File: src/rtl/pwm_duty_decoder.sv
// Recovers high time and period length (in clk cycles) of each PWM period on a
// single-bit line, with a one-cycle valid strobe and a timeout report for a stuck line.
module pwm_duty_decoder #(
    parameter int CNT_WIDTH = 16,
    parameter int TIMEOUT   = 2048
) (
    input  logic                 clk,
    input  logic                 rst,
    input  logic                 pwm_in,
    output logic [CNT_WIDTH-1:0] duty,
    output logic [CNT_WIDTH-1:0] period,
    output logic                 valid,
    output logic                 stuck,
    output logic                 locked
);

    typedef enum logic {
        IDLE,
        MEASURE
    } state_t;

    localparam logic [CNT_WIDTH-1:0] TIMEOUT_CNT = CNT_WIDTH'(TIMEOUT);
    localparam logic [CNT_WIDTH-1:0] ONE_CNT     = CNT_WIDTH'(1);

    state_t                 state;
    state_t                 state_nxt;
    logic                   s1;
    logic                   s2;
    logic                   s3;
    logic                   level;
    logic                   rise;
    logic [CNT_WIDTH-1:0]   period_cnt;
    logic [CNT_WIDTH-1:0]   high_cnt;
    logic [CNT_WIDTH-1:0]   period_cnt_nxt;
    logic [CNT_WIDTH-1:0]   high_cnt_nxt;
    logic [CNT_WIDTH-1:0]   duty_nxt;
    logic [CNT_WIDTH-1:0]   period_nxt;
    logic                   valid_nxt;
    logic                   stuck_nxt;

    assign level  = s2;
    assign rise   = s2 & ~s3;
    assign locked = (state == MEASURE);

    always_ff @(posedge clk) begin
        if (rst) begin
            state <= IDLE;
        end else begin
            state <= state_nxt;
        end
    end

    // The rising-edge cycle is the first high cycle of the new period, so both
    // counters restart at 1 and high_cnt <= period_cnt <= TIMEOUT always holds.
    always_comb begin
        state_nxt      = state;
        period_cnt_nxt = period_cnt;
        high_cnt_nxt   = high_cnt;
        duty_nxt       = duty;
        period_nxt     = period;
        stuck_nxt      = stuck;
        valid_nxt      = 1'b0;
        case (state)
            IDLE: begin
                if (rise) begin
                    period_cnt_nxt = ONE_CNT;
                    high_cnt_nxt   = ONE_CNT;
                    state_nxt      = MEASURE;
                end
            end
            MEASURE: begin
                if (rise) begin
                    duty_nxt       = high_cnt;
                    period_nxt     = period_cnt;
                    stuck_nxt      = 1'b0;
                    valid_nxt      = 1'b1;
                    period_cnt_nxt = ONE_CNT;
                    high_cnt_nxt   = ONE_CNT;
                end else if (period_cnt == TIMEOUT_CNT) begin
                    period_nxt     = TIMEOUT_CNT;
                    duty_nxt       = level ? TIMEOUT_CNT : '0;
                    stuck_nxt      = 1'b1;
                    valid_nxt      = 1'b1;
                    period_cnt_nxt = '0;
                    high_cnt_nxt   = '0;
                    state_nxt      = IDLE;
                end else begin
                    period_cnt_nxt = period_cnt + ONE_CNT;
                    high_cnt_nxt   = high_cnt + {{(CNT_WIDTH-1){1'b0}}, level};
                end
            end
            default: begin
                state_nxt = IDLE;
            end
        endcase
    end

    always_ff @(posedge clk) begin
        if (rst) begin
            s1         <= 1'b0;
            s2         <= 1'b0;
            s3         <= 1'b0;
            period_cnt <= '0;
            high_cnt   <= '0;
            duty       <= '0;
            period     <= '0;
            valid      <= 1'b0;
            stuck      <= 1'b0;
        end else begin
            s1         <= pwm_in;
            s2         <= s1;
            s3         <= s2;
            period_cnt <= period_cnt_nxt;
            high_cnt   <= high_cnt_nxt;
            duty       <= duty_nxt;
            period     <= period_nxt;
            valid      <= valid_nxt;
            stuck      <= stuck_nxt;
        end
    end

endmodule
File: config.mk
export PLATFORM = sky130hd
export DESIGN_NAME = pwm_duty_decoder
export DESIGN_NICKNAME = d
export VERILOG_FILES = /design/src/rtl/pwm_duty_decoder.sv
export SDC_FILE = /design/constraint.sdc
export NUM_CORES = 1
export LEC_CHECK = 0
export CAP_MARGIN = 20
export CELL_PAD_IN_SITES_DETAIL_PLACEMENT = 0
export CELL_PAD_IN_SITES_GLOBAL_PLACEMENT = 1
export CORE_ASPECT_RATIO = 0.8
export CORE_MARGIN = 1
export CORE_UTILIZATION = 41
export DETAILED_ROUTE_END_ITERATION = 8
export PLACE_DENSITY_LB_ADDON = 0.08
export SLEW_MARGIN = 20
export SYNTH_ARGS = -nofsm -noshare
export SYNTH_HDL_FRONTEND = slang
export SYNTH_SLANG_ARGS = --single-unit
File: constraint.sdc
create_clock -name clk -period 2.7 [get_ports clk]
set_clock_uncertainty 0.2 [all_clocks]
set_input_delay 0.675 -clock clk [delete_from_list [all_inputs] [get_ports clk]]
set_output_delay 0.675 -clock clk [all_outputs]
set_load 0.02 [all_outputs]
; After elaboration in Yosys (flattened, before gate mapping)
; Index checks and enable logic that the tools add are counted.
[classes]
add_sub_neg = 2
mux = 20
bitwise = 3
reduce_logical = 3
n_eq_ne = 2
[ops]
columns = cell, count
row1 = two-way mux 16 bit, 9
row2 = one-hot mux 16 bit (2 select lines), 2
row3 = adder 16 x 1 -> 16 bit, 1
row4 = "adder 16 x 1 -> 16 bit, second input constant", 1
row5 = "equality test 16 x 12 -> 1 bit, second input constant", 1
row6 = two-way mux 12 bit, 1
row7 = two-way mux 1 bit, 7
row8 = "!= test 2 bit, second input constant", 1
row9 = inverter 1 bit, 2
row10 = one-hot mux 1 bit (2 select lines), 1
row11 = AND reduction 2 bit, 1
row12 = nonzero test 2 bit, 1
row13 = OR reduction 2 bit, 1
row14 = bitwise AND 1 bit, 1
[word_totals]
in_bits = 3
regBits = 70

; Logic depth before layout (Yosys ltp)
[depth]
depth_word = 4
ltp_mapped = 10
depth_no_buf = 7

; Worst setup path after synthesis
; Ideal clock, no wire load.
[synth_path]
kind = reg2reg
startpoint = register period_cnt[0]
endpoint = register period_cnt[10]
arrival_time_ns = 1.976
n_path_buf = 3
path_stages_with_launch = 11
required_ns = 2.443
setup_slack_ns = 0.467
setup_ns = 0.057
path_cell_list = dfxtp_1 clkbuf_1 inv_1 ha_1 nor4bb_1 a41o_2 or2_1 buf_6 buf_6 nor4_2 a21o_1
[synth_between]
elab_chain_cells = 4
[synth_lines]
columns = item, line_no
row1 = from (decl), 32  ; logic [CNT_WIDTH-1:0] period_cnt;
row2 = from (signal assigned), 113  ; period_cnt <= period_cnt_nxt;
row3 = adder 16 x 1 -> 16 bit / equality test 16 x 12 -> 1 bit (equally long branches), "88, 79"
row4 = two-way mux 16 bit (*), 79  ; end else if (period_cnt == TIMEOUT_CNT) begin
row5 = two-way mux 16 bit (*), 72  ; if (rise) begin
row6 = one-hot mux 16 bit (2 select lines) (*), 63  ; case (state)
; Every way passes the cells marked *; elsewhere a longest branch is shown, timed or not.
; A chain may end at the register's enable or synchronous reset.

; Worst setup path in the final report
[layout_path]
startpoint = register state (netlist: locked)
endpoint = output locked
[layout_lines]
columns = item, line_no
row1 = from (decl), 25  ; state_t state;
row2 = from (signal assigned), 49  ; state <= state_nxt;
row3 = to (decl), 14  ; output logic locked
; No word-level cell between the ends.

==> impl_metrics.py <==
metrics = {
    "clock_tree": {
        "cts_tree": "done",
        "cts_made_buffers": 9,
        "path_clk_slew_ns": 0.07,
        "clk-insertion-delay-late_ns": 0.34,
        "cts_root_buffer": "clkbuf_8",
        "cts_setup_buffers": 0,
        "cts_max_path_buffers": 2,
        "ctsHoldBuffers": 0,
        "cts.repair.resized": 0,
        "cts.sink_count": 70,
        "cts_max_level": 3,
    },
    "worst_setup_path": {
        "cpPeakStageDelay_ns": 0.69,
        "reg2reg_slack_ns": 0.36,
        "reg2reg_from": "period_cnt[1]$_SDFFE_PP0P_",
        "cp-startpoint": "locked$_SDFF_PP0_",
        "critPathMaxFanout": 14,
        "critical_path_class": "register to output port",
        "crit_required_ns": 1.82,
        "crit_path_top_delay_cell": "clkdlybuf4s50_1",
        "startpoint_type": "register",
        "cp_data_arrival_time_ns": 1.63,
        "path_cells": "clkdlybuf4s50_1",
        "crit_family": "buffers and inverters",
        "end_kind": "output port",
        "crit_buf_inv": 1,
    },
    "global_routing": {
        "grt-ovfl-total": 0,
        "grt_pass1_vias": 2067,
        "use_met2_pct": 25.14,
        "grt-busiest-layer": "met1",
        "grt_max_degree": 31,
        "grt_first_pass_wirelength_um": 10760,
        "grt_usage_pct": 19.50,
        "met1_usage_pct": 29.90,
        "antenna_found_initial": 0,
        "grtUsageMet3_pct": 5.853,
    },
    "synthesis": {
        "yosysTopAreaCellShare_pct": 48.84,
        "synthesis.nets": 322,
        "synth.area.top_cells": "dfxtp_1, a22o_1, a21oi_1",
        "ys_ff_latch": 70,
        "syn-cell-area_um2": 2869,
        "synth_warnings": 0,
        "synth_edf_count": 0,
        "ys.flop_type": "dfxtp_1",
        "yosysSeqAreaShare_pct": 48.84,
        "syn_avg_cell_area_um2": 9.108,
        "synth_area_leader_cell": "dfxtp_1",
        "synthDistinctLibCells": 42,
        "synthCells": 315,
        "async_reset_ff_share_pct": 0,
    },
    "final_layout": {
        "layout.nets": 360,
        "antenna_cells": 0,
        "syn2layout_area_growth_pct": 22.90,
        "final_area_um2": 3526,
        "fillers": 596,
        "layout-drive-gt1-share_pct": 10.06,
    },
    "floorplanning": {
        "fp.dieArea_um2": 7338,
        "die_h_um": 76.82,
        "fp.coreArea_um2": 6571,
        "die_w_um": 95.53,
        "std_cell_rows": 26,
        "start_util_pct": 43.66,
        "pin_count": 38,
    },
    "placed_design": {
        "post-place-ws_ns": 0.09979,
        "io_buffers": 37,
        "gp_congestion": 0.8242,
        "placed_area_um2": 3326,
        "dpl.hpwl_um": 4455,
    },
    "worst_hold_path": {
        "holdCritStartpoint": "s1$_SDFF_PP0_",
        "min_path_type": "register to register",
    },
    "pwr": {
        "power_density_nw_per_um2": 565.5,
        "ir_worst_vdd_mv": 0.2335,
        "p_total_mw": 1.994,
        "leakage_nw": 1.275,
    },
    "route": {
        "vias": 2407,
        "routedWlPerCell_um": 15.05,
        "drc_errors": 0,
        "routed_via_density": 5.446,
        "wirelength_um": 6651,
        "ant_nets": 0,
        "drtIter0Drc": 133,
        "drt-pass1-iter-count": 4,
    },
    "timing": {
        "rsz0062_at_grt": "no",
        "report.final.setup_viol": 0,
        "setup_tns_ns": 0,
        "finalMaxSlewViolations": 0,
        "tightest_slew_ns": 0.8090,
        "setup_slack_ns": 0.1901,
        "maxSlewHeadroom_pct": 45.87,
        "max_freq_mhz": 398.4,
        "fin_crit_ns": 2.510,
        "hold_viol_final": 0,
        "post-route-period-util_pct": 92.96,
    },
    "status": {
        "outcome": "complete, no violations",
    },
    "job": {
        "cap_violations": 0,
    },
}
## flip-flops by register name, summed over array words and instances (netlist names)
name / count
stuck: 1
high_cnt: 16
period_cnt: 16
s3: 1
locked: 1
valid: 1
duty: 16
s1: 1
level: 1
period: 16
## where the power goes
group          internal (mW)  switching, mW
logic                 0.0318         0.0543
clock network          0.473          0.386
registers               1.04        0.00955
## placed cells by master, fill, tap and decap left out, types with 2 or more instances in the layout
| cell | netlist | routed |
|---|---|---|
| nor2b_1 | 4 | 4 |
| a31oi_1 | 14 | 14 |
| nor3_1 | 7 | 7 |
| a21o_1 | 4 | 4 |
| dfxtp_1 | 70 | 70 |
| a22o_1 | 32 | 32 |
| nor2_1 | 26 | 25 |
| inv_1 | 8 | 8 |
| nor4_1 | 2 | 2 |
| or3_1 | 8 | 8 |
| clkbuf_8 | 0 | 11 |
| nand2_1 | 25 | 25 |
| and4_1 | 2 | 2 |
| nor2_2 | 1 | 2 |
| a21oi_1 | 22 | 22 |
| nor4_2 | 2 | 2 |
| nand2b_1 | 2 | 2 |
| clkdlybuf4s50_1 | 0 | 37 |
| xor2_1 | 4 | 4 |
| o21ai_0 | 12 | 12 |
| o21ai_1 | 7 | 7 |
| and3_1 | 4 | 4 |
| nand4_1 | 7 | 7 |
| nand3_1 | 9 | 9 |
| ha_1 | 4 | 4 |
| clkinv_2 | 0 | 3 |
| buf_4 | 0 | 12 |
| a211oi_1 | 2 | 2 |
## worst reg2reg max path, stage by stage (launching register included)
cell and delay, ns:
dfxtp_1 0.32, inv_1 0.06, ha_1 0.13, nor4bb_1 0.40, a41o_2 0.28, or2_1 0.45
nor3_1 0.11, a211o_1 0.28
## per-layer routing
| layer | wire, um | vias to the layer above |
|---|---|---|
| met4 | 63 | 0 |
| met1 | 3659 | 1113 |
| met2 | 2567 | 66 |
| met3 | 360 | 6 |
| met5 | 0 | - |
| li1 | - | 1222 |
## worst paths after layout
path	endpoint	cells after the start
setup / recovery	locked	1
hold / removal	level$_SDFF_PP0_	1
setup reg to reg	high_cnt[11]$_SDFFE_PP0P_	7
hold reg to reg	level$_SDFF_PP0_	1
## kinds of logic (layout without fill, tap and decap cells)
group | Yosys count | in the layout | synth area share, %
XOR/XNOR | 5 | 5 | 1.526
AO/OA/AOI/OAI | 99 | 99 | 23.38
adder cells (fa/ha/maj) | 4 | 4 | 1.745
flip-flops | 70 | 70 | 48.84
buffers and inverters | 31 | 74 | 5.625
AND/OR/NAND/NOR | 106 | 106 | 18.88
## synthesized netlist by cell type (all sizes together), types with 8 or more instances
| master | instances |
|---|---|
| dfxtp | 70 |
| a22o | 32 |
| a31oi | 14 |
| a21oi | 22 |
| buf | 10 |
| nand3 | 9 |
| nand2 | 25 |
| clkbuf | 13 |
| or3 | 8 |
| o21ai | 19 |
| nor2 | 27 |
| inv | 8 |
## stage by stage
stage | utilization [%] | hold slack, ns | instances
floorplan | - | 0.2138 | 315
global placement | 50.61 | 0.2207 | 426
detailed placement | 50.61 | 0.2303 | 426
CTS | 53.66 | 0.2474 | 442
global route | 53.66 | 0.2548 | 442
finish | 53.66 | 0.2417 | 442
## cell type report
class                           instances  area [um^2]  area share [%]
Timing Repair Buffer                   50        480.5           13.63
Inverter                                8        30.03          0.8517
Sequential cell                        70         1401           39.74
Clock inverter                          4        45.04           1.278
Multi-Input combinational cell        214         1309           37.12
Clock buffer                           12        155.1           4.400
Tap cell                               84        105.1           2.981
Note: power is estimated with default switching activity, not from simulation.
